## config.mk

```make
export PLATFORM = sky130hd
export DESIGN_NAME = ra_writer
export DESIGN_NICKNAME = d
export VERILOG_FILES = /design/src/rtl/ra_pkg.sv /design/src/rtl/ra_list_ptr.sv /design/src/rtl/ra_writer.sv
export SDC_FILE = /design/constraint.sdc
export NUM_CORES = 1
export LEC_CHECK = 0
export ABC_AREA = 1
export CORE_ASPECT_RATIO = 1.25
export CORE_UTILIZATION = 40
export CTS_CLUSTER_SIZE = 25
export DETAILED_ROUTE_END_ITERATION = 10
export GPL_ROUTABILITY_DRIVEN = 0
export GPL_TIMING_DRIVEN = 1
export HOLD_SLACK_MARGIN = 0.02
export PLACE_DENSITY = 0.77
export SLEW_MARGIN = 10
export SYNTH_ARGS = -nofsm -noshare
export SYNTH_HDL_FRONTEND = slang
export SYNTH_SLANG_ARGS = --single-unit
```

## constraint.sdc

```tcl
create_clock -name clock -period 7.2 [get_ports clock]
set_input_delay 1.44 -clock clock [delete_from_list [all_inputs] [get_ports clock]]
set_output_delay 1.44 -clock clock [all_outputs]
set_load 0.03 [all_outputs]
```

## src/rtl/ra_pkg.sv

```systemverilog
// Shared definitions for the region-array writer: control-word layout,
// list-type field positions, FSM states and the OPB stride helper.
package ra_pkg;

  localparam int CTRL_LAST_BIT   = 31;
  localparam int CTRL_ZCLEAR_BIT = 30;
  localparam int CTRL_FLUSH_BIT  = 28;
  localparam int CTRL_Y_MSB      = 13;
  localparam int CTRL_Y_LSB      = 8;
  localparam int CTRL_X_MSB      = 7;
  localparam int CTRL_X_LSB      = 2;

  localparam logic [31:0] UNUSED_MARKER = 32'h8000_0000;

  localparam int FMT_V2_BIT = 21;

  // List order matches the write order inside one entry.
  localparam int NUM_LISTS = 5;
  localparam int LIST_O    = 0;
  localparam int LIST_OM   = 1;
  localparam int LIST_T    = 2;
  localparam int LIST_TM   = 3;
  localparam int LIST_PT   = 4;

  localparam int OPB_LSB_O  = 0;
  localparam int OPB_LSB_OM = 4;
  localparam int OPB_LSB_T  = 8;
  localparam int OPB_LSB_TM = 12;
  localparam int OPB_LSB_PT = 16;

  typedef enum logic [3:0] {
    ST_IDLE,
    ST_CTRL,
    ST_OPQ,
    ST_OPQM,
    ST_TRN,
    ST_TRNM,
    ST_PT,
    ST_NEXT,
    ST_DONE
  } ra_state_e;

  typedef logic [NUM_LISTS-1:0][1:0]  opb_vec_t;
  typedef logic [NUM_LISTS-1:0][23:0] ptr_vec_t;

  // A disabled list (size code 0) gets a zero stride so its pointer holds.
  function automatic logic [23:0] opb_stride(input logic [1:0] opb);
    return (opb == 2'd0) ? 24'd0 : (24'd16 << opb);
  endfunction

  function automatic opb_vec_t opb_fields(input logic [31:0] ta);
    opb_vec_t f;
    f[LIST_O]  = ta[OPB_LSB_O  +: 2];
    f[LIST_OM] = ta[OPB_LSB_OM +: 2];
    f[LIST_T]  = ta[OPB_LSB_T  +: 2];
    f[LIST_TM] = ta[OPB_LSB_TM +: 2];
    f[LIST_PT] = ta[OPB_LSB_PT +: 2];
    return f;
  endfunction

  function automatic logic [31:0] ctrl_word(input logic last, input logic zclear,
                                            input logic flush, input logic [5:0] x,
                                            input logic [5:0] y);
    logic [31:0] w;
    w = '0;
    w[CTRL_LAST_BIT]             = last;
    w[CTRL_ZCLEAR_BIT]           = zclear;
    w[CTRL_FLUSH_BIT]            = flush;
    w[CTRL_Y_MSB:CTRL_Y_LSB]     = y;
    w[CTRL_X_MSB:CTRL_X_LSB]     = x;
    return w;
  endfunction

endpackage

```

## src/rtl/ra_list_ptr.sv

```systemverilog
// Running OPB pointers for the five list types; each advances by its own
// stride once per tile and wraps within the 24-bit VRAM space.
module ra_list_ptr
  import ra_pkg::*;
(
  input  logic     clock,
  input  logic     reset,
  input  logic     load,
  input  logic     advance,
  input  ptr_vec_t base,
  input  opb_vec_t opb,
  output ptr_vec_t ptr
);

  always_ff @(posedge clock) begin
    if (reset) begin
      ptr <= '0;
    end else if (load) begin
      ptr <= base;
    end else if (advance) begin
      for (int i = 0; i < NUM_LISTS; i++) begin
        ptr[i] <= ptr[i] + opb_stride(opb[i]);
      end
    end
  end

endmodule

```

## src/rtl/ra_writer.sv

```systemverilog
// Region-array writer: walks the tile grid in raster order and emits one
// control word plus four or five list words per tile into VRAM.
module ra_writer
  import ra_pkg::*;
(
  input  logic        clock,
  input  logic        reset,
  input  logic        ra_gen_trig,
  input  logic [31:0] REGION_BASE,
  input  logic [31:0] FPU_PARAM_CFG,
  input  logic [31:0] TA_ALLOC_CTRL,
  input  logic [23:0] o_list_base,
  input  logic [23:0] om_list_base,
  input  logic [23:0] t_list_base,
  input  logic [23:0] tm_list_base,
  input  logic [23:0] pt_list_base,
  input  logic [5:0]  tile_x_max,
  input  logic [5:0]  tile_y_max,
  input  logic        cont_zclear,
  input  logic        cont_flush,
  output logic        ra_vram_wr,
  output logic [23:0] ra_vram_addr,
  output logic [31:0] ra_vram_dout,
  input  logic        ra_vram_busy,
  output logic        ra_gen_busy,
  output logic        ra_gen_done,
  output ra_state_e   dbg_state
);

  ra_state_e state;
  logic [5:0] x, y, x_max, y_max;
  logic       fmt_v2, zclear_q, flush_q;
  opb_vec_t   opb_q;
  ptr_vec_t   base_vec, ptr;
  logic [NUM_LISTS-1:0][31:0] list_word;
  logic       load, advance, accept, last_tile, next_last;
  logic [5:0] nx, ny;

  assign dbg_state = state;
  assign load      = (state == ST_IDLE) && ra_gen_trig;
  assign advance   = (state == ST_NEXT);

  // Handshake: a write holds addr/dout stable while ra_vram_wr=1 and
  // completes on the first rising edge where ra_vram_busy=0.
  assign accept = ra_vram_wr && !ra_vram_busy;

  always_comb begin
    base_vec          = '0;
    base_vec[LIST_O]  = o_list_base;
    base_vec[LIST_OM] = om_list_base;
    base_vec[LIST_T]  = t_list_base;
    base_vec[LIST_TM] = tm_list_base;
    base_vec[LIST_PT] = pt_list_base;
    for (int i = 0; i < NUM_LISTS; i++) begin
      list_word[i] = (opb_q[i] == 2'd0) ? UNUSED_MARKER : {8'h00, ptr[i]};
    end
  end

  always_comb begin
    last_tile = (x == x_max) && (y == y_max);
    if (x == x_max) begin
      nx = 6'd0;
      ny = y + 6'd1;
    end else begin
      nx = x + 6'd1;
      ny = y;
    end
    next_last = (nx == x_max) && (ny == y_max);
  end

  ra_list_ptr u_list_ptr (
    .clock   (clock),
    .reset   (reset),
    .load    (load),
    .advance (advance),
    .base    (base_vec),
    .opb     (opb_q),
    .ptr     (ptr)
  );

  always_ff @(posedge clock) begin
    if (reset) begin
      state        <= ST_IDLE;
      x            <= '0;
      y            <= '0;
      x_max        <= '0;
      y_max        <= '0;
      fmt_v2       <= 1'b0;
      zclear_q     <= 1'b0;
      flush_q      <= 1'b0;
      opb_q        <= '0;
      ra_vram_wr   <= 1'b0;
      ra_vram_addr <= '0;
      ra_vram_dout <= '0;
      ra_gen_busy  <= 1'b0;
      ra_gen_done  <= 1'b0;
    end else begin
      ra_gen_done <= 1'b0;
      case (state)
        ST_IDLE: begin
          if (ra_gen_trig) begin
            x            <= '0;
            y            <= '0;
            x_max        <= tile_x_max;
            y_max        <= tile_y_max;
            fmt_v2       <= FPU_PARAM_CFG[FMT_V2_BIT];
            zclear_q     <= cont_zclear;
            flush_q      <= cont_flush;
            opb_q        <= opb_fields(TA_ALLOC_CTRL);
            ra_gen_busy  <= 1'b1;
            ra_vram_wr   <= 1'b1;
            ra_vram_addr <= REGION_BASE[23:0];
            ra_vram_dout <= ctrl_word((tile_x_max == 6'd0) && (tile_y_max == 6'd0),
                                      cont_zclear, cont_flush, 6'd0, 6'd0);
            state        <= ST_CTRL;
          end
        end
        ST_CTRL: if (accept) begin
          ra_vram_addr <= ra_vram_addr + 24'd4;
          ra_vram_dout <= list_word[LIST_O];
          state        <= ST_OPQ;
        end
        ST_OPQ: if (accept) begin
          ra_vram_addr <= ra_vram_addr + 24'd4;
          ra_vram_dout <= list_word[LIST_OM];
          state        <= ST_OPQM;
        end
        ST_OPQM: if (accept) begin
          ra_vram_addr <= ra_vram_addr + 24'd4;
          ra_vram_dout <= list_word[LIST_T];
          state        <= ST_TRN;
        end
        ST_TRN: if (accept) begin
          ra_vram_addr <= ra_vram_addr + 24'd4;
          ra_vram_dout <= list_word[LIST_TM];
          state        <= ST_TRNM;
        end
        ST_TRNM: if (accept) begin
          ra_vram_addr <= ra_vram_addr + 24'd4;
          if (fmt_v2) begin
            ra_vram_dout <= list_word[LIST_PT];
            state        <= ST_PT;
          end else begin
            ra_vram_wr <= 1'b0;
            state      <= ST_NEXT;
          end
        end
        ST_PT: if (accept) begin
          ra_vram_addr <= ra_vram_addr + 24'd4;
          ra_vram_wr   <= 1'b0;
          state        <= ST_NEXT;
        end
        // Pointers step in ra_list_ptr during this cycle, so the next
        // tile's list words are read only after the control word.
        ST_NEXT: begin
          if (last_tile) begin
            ra_gen_done <= 1'b1;
            state       <= ST_DONE;
          end else begin
            x            <= nx;
            y            <= ny;
            ra_vram_wr   <= 1'b1;
            ra_vram_dout <= ctrl_word(next_last, zclear_q, flush_q, nx, ny);
            state        <= ST_CTRL;
          end
        end
        ST_DONE: begin
          ra_gen_busy <= 1'b0;
          state       <= ST_IDLE;
        end
        default: state <= ST_IDLE;
      endcase
    end
  end

endmodule

```

==> impl_metrics.env <==
export IMPL_status="complete, no violations"
export IMPL_fin_skew_ps=12.6
export IMPL_synth_seq_area_share=0.345
export IMPL_whs_ps=448
export IMPL_clk_latency_ps=520
export IMPL_min_period_ps=4140
export IMPL_grt_usage=0.268
export IMPL_synth_top_family_by_area="simple AND/OR/NAND/NOR gates"
export IMPL_dp_slack_ps=2610
export IMPL_synthArstFlopShare=0
export IMPL_slew_headroom=0.264
export IMPL_syn_area_um2=12500
export IMPL_dieArea_um2=31900
export IMPL_grt_pass1_wl_um=69000
export IMPL_worst_r2r_endpoint="ra_vram_dout[14]"
export IMPL_rows=72
export IMPL_die_width_um=160
export IMPL_drt_iter0_markers=1442
export IMPL_cp_slowest_cell="buf_4"
export IMPL_clock_sinks=215
export IMPL_cts_root_buffer="clkbuf_16"
export IMPL_yosys_area_share_simple=0.256
export IMPL_rsz0062_at_grt="false"
export IMPL_hold_class="register to register"
export IMPL_coreArea_um2=30800
export IMPL_clk_pin_slew_worst_paths_ps=60
export IMPL_cts_made_buffers=24
export IMPL_cts_tree="done"
export IMPL_post_route_period_util=0.576
export IMPL_regArea_um2=4300
export IMPL_cp_max_fo=102
export IMPL_static_leakage_power_nw=5.85
export IMPL_slew_violations=0
export IMPL_synth_cell_types=49
export IMPL_worst_slew_pin_slew_ps=1100
export IMPL_crit_type="input port to register"
export IMPL_grt_max_degree=103
export IMPL_setup_viol_count_final=0
export IMPL_nets=2284
export IMPL_synth_ff_type="dfxtp_1"
export IMPL_slowest_delay_ps=850
export IMPL_port_buffers=230
export IMPL_syn_avg_cell_area_um2=6.74
export IMPL_crit_top_cell="buf_4"
export IMPL_postSynthCellCount=1854
export IMPL_ios=297
export IMPL_reg2reg_from="dbg_state[2]"
export IMPL_drive_gt1_frac=0.0562
export IMPL_cts_path_max_buffers=3
export IMPL_setup_tns_ps=0
export IMPL_worst_slack_ps=3060
export IMPL_fmax_mhz=241
export IMPL_power_mw=5.19
export IMPL_multi_input_area_um2=7000
export IMPL_gr_total_overflow=0
export IMPL_layout_commonest_cell="nand2_1"
export IMPL_postCtsSetupRepairBufs=0
export IMPL_cap_viol_max_count=0
export IMPL_critPathLaunchType="input port"
export IMPL_hold_violations=0
export IMPL_synth_top_area_share=0.345
export IMPL_place_hpwl_um=30800
export IMPL_postRouteWirelength_um=44000
export IMPL_firstDrtPassIters=6
export IMPL_wire_per_inst_um=17.9
export IMPL_grt_pass1_vias=13100
export IMPL_endpoint="u_list_ptr.ptr[60]"
export IMPL_via_per_inst=5.65
export IMPL_critPathLaunch="ra_gen_trig"
export IMPL_peakVddDrop_mv=0.163
export IMPL_power_density_nw_per_um2=328
export IMPL_synth_mux_area_frac=0
export IMPL_crit_chain="clkdlybuf4s50_1 > nand2_4 > buf_4 > buf_4 > o21ai_0 > a311oi_1"
export IMPL_num_antenna_cells=0
export IMPL_arrival_ps=4580
export IMPL_via_count=13900
export IMPL_fin_util=0.514
export IMPL_yosys_warnings=0
export IMPL_areaGrowthSynthToFinish_pct=26.7
export IMPL_cp_end_kind="register"
export IMPL_layout_common_cells="nand2_1, clkdlybuf4s50_1, dfxtp_1"
export IMPL_worst_r2r_path_depth=13
export IMPL_synth_compound_area_frac=0.245
export IMPL_yosys_area_share_adder=0.0260
export IMPL_cts_hold_buf=0
export IMPL_drc=0
export IMPL_synth_edf_count=0
export IMPL_synthTopCellsByArea="dfxtp_1, nand2_1, a21oi_1"
export IMPL_critPathRequiredTime_ps=7630
export IMPL_ys_ff_latch=215
export IMPL_synth_area_leader_cell="dfxtp_1"
export IMPL_synth_xor_area_frac=0.0302
export IMPL_nFillCells=3036
export IMPL_die_height_um=200
export IMPL_antenna_left=0
export IMPL_cts_max_level=1
export IMPL_antenna_found_initial=0
export IMPL_cts_repair_resized=0
export IMPL_r2r_slack_ps=3650
export IMPL_start_util=0.405
-- metal layers --
| layer | global-route usage | routed length, um | part of all wire |
|---|---|---|---|
| met5 | 0 | 0 | 0 |
| met4 | 0.161 | 2610 | 0.059 |
| met3 | 0.0318 | 3140 | 0.071 |
| met2 | 0.452 | 21000 | 0.48 |
| met1 | 0.329 | 17300 | 0.39 |
-- critical path, delay by kind of cell --
kind	cells	cell delay (ps)
AND/OR/NAND/NOR	1	360
AO/OA/AOI/OAI	2	690
buffers and inverters	3	1980
-- cell type report --
| type | count | share of cell area |
|---|---|---|
| multi-input combinational | 1338 | 0.442 |
| sequential | 215 | 0.272 |
| timing repair buffer | 242 | 0.151 |
| inverter | 206 | 0.0489 |
| clock buffer | 35 | 0.0476 |
| tap | 407 | 0.0322 |
| clock inverter | 9 | 0.00601 |
-- registers in the layout (all words and copies together) (netlist names), named ones only --
name,cells
x_max,6
flush_q,1
u_list_ptr.ptr,115
zclear_q,1
ra_gen_done,1
x,6
ra_vram_wr,1
fmt_v2,1
y_max,6
dbg_state,4
y,6
ra_vram_addr,24
opb_q,10
ra_vram_dout,27
ra_gen_busy,1
-- worst min-delay path by stage --
stage	startpoint	endpoint	slack (ps)	cells after the start
3_5_place_dp	u_list_ptr.ptr[98]	u_list_ptr.ptr[98]	440	2
5_1_grt	register	register	470	2
6_report	u_list_ptr.ptr[98]	u_list_ptr.ptr[98]	450	2
3_3_place_gp	u_list_ptr.ptr[98]	u_list_ptr.ptr[98]	430	2
2_1_floorplan	u_list_ptr.ptr[96]	u_list_ptr.ptr[96]	420	2
4_1_cts	u_list_ptr.ptr[98]	u_list_ptr.ptr[98]	450	2
-- through the flow --
stage          cell area [um^2]  std cells
4_1_cts                   15800       2452
3_3_place_gp              15000       2408
3_5_place_dp              15000       2408
2_1_floorplan             12500       1858
6_report                  15800       2452
5_1_grt                   15800       2452
-- cells in the mapped netlist (2+ instances only) --
master	instances
fa_1	5
inv_2	16
dfxtp_1	215
nand2_1	410
nor3_2	2
nor3_1	39
o22ai_1	23
a211oi_1	10
nor2_4	5
nor2_1	138
o221ai_1	17
inv_1	190
a31o_2	3
o2111ai_1	3
clkbuf_1	62
a311oi_1	18
nand3b_1	2
a21oi_1	180
a31oi_1	30
buf_2	23
ha_1	18
o21ai_0	148
nand2_2	3
o31ai_1	10
nor2_2	17
buf_4	9
xnor2_1	9
or2_2	5
a221oi_1	11
xor2_1	34
nor4_1	9
buf_1	4
nor3b_1	3
nand4_1	24
o21a_1	2
o21ai_1	15
nand3_1	85
o211ai_1	32
a22oi_1	15
-- where the power goes --
part / switching [mW] / leakage (nW) / total [mW] / internal [mW]
clock: 0.519 / 0.430 / 1.31 / 0.794
sequential: 0.308 / 1.77 / 1.80 / 1.49
combinational: 1.38 / 3.65 / 2.08 / 0.692
-- kinds of logic after synthesis --
group | count (synthesis)
XOR/XNOR | 43
other | 1
AND/OR/NAND/NOR | 746
buffers and inverters | 305
adder cells (fa/ha/maj) | 23
flip-flops | 215
AO/OA/AOI/OAI | 521
No activity file was read; power rests on OpenSTA's default activity.
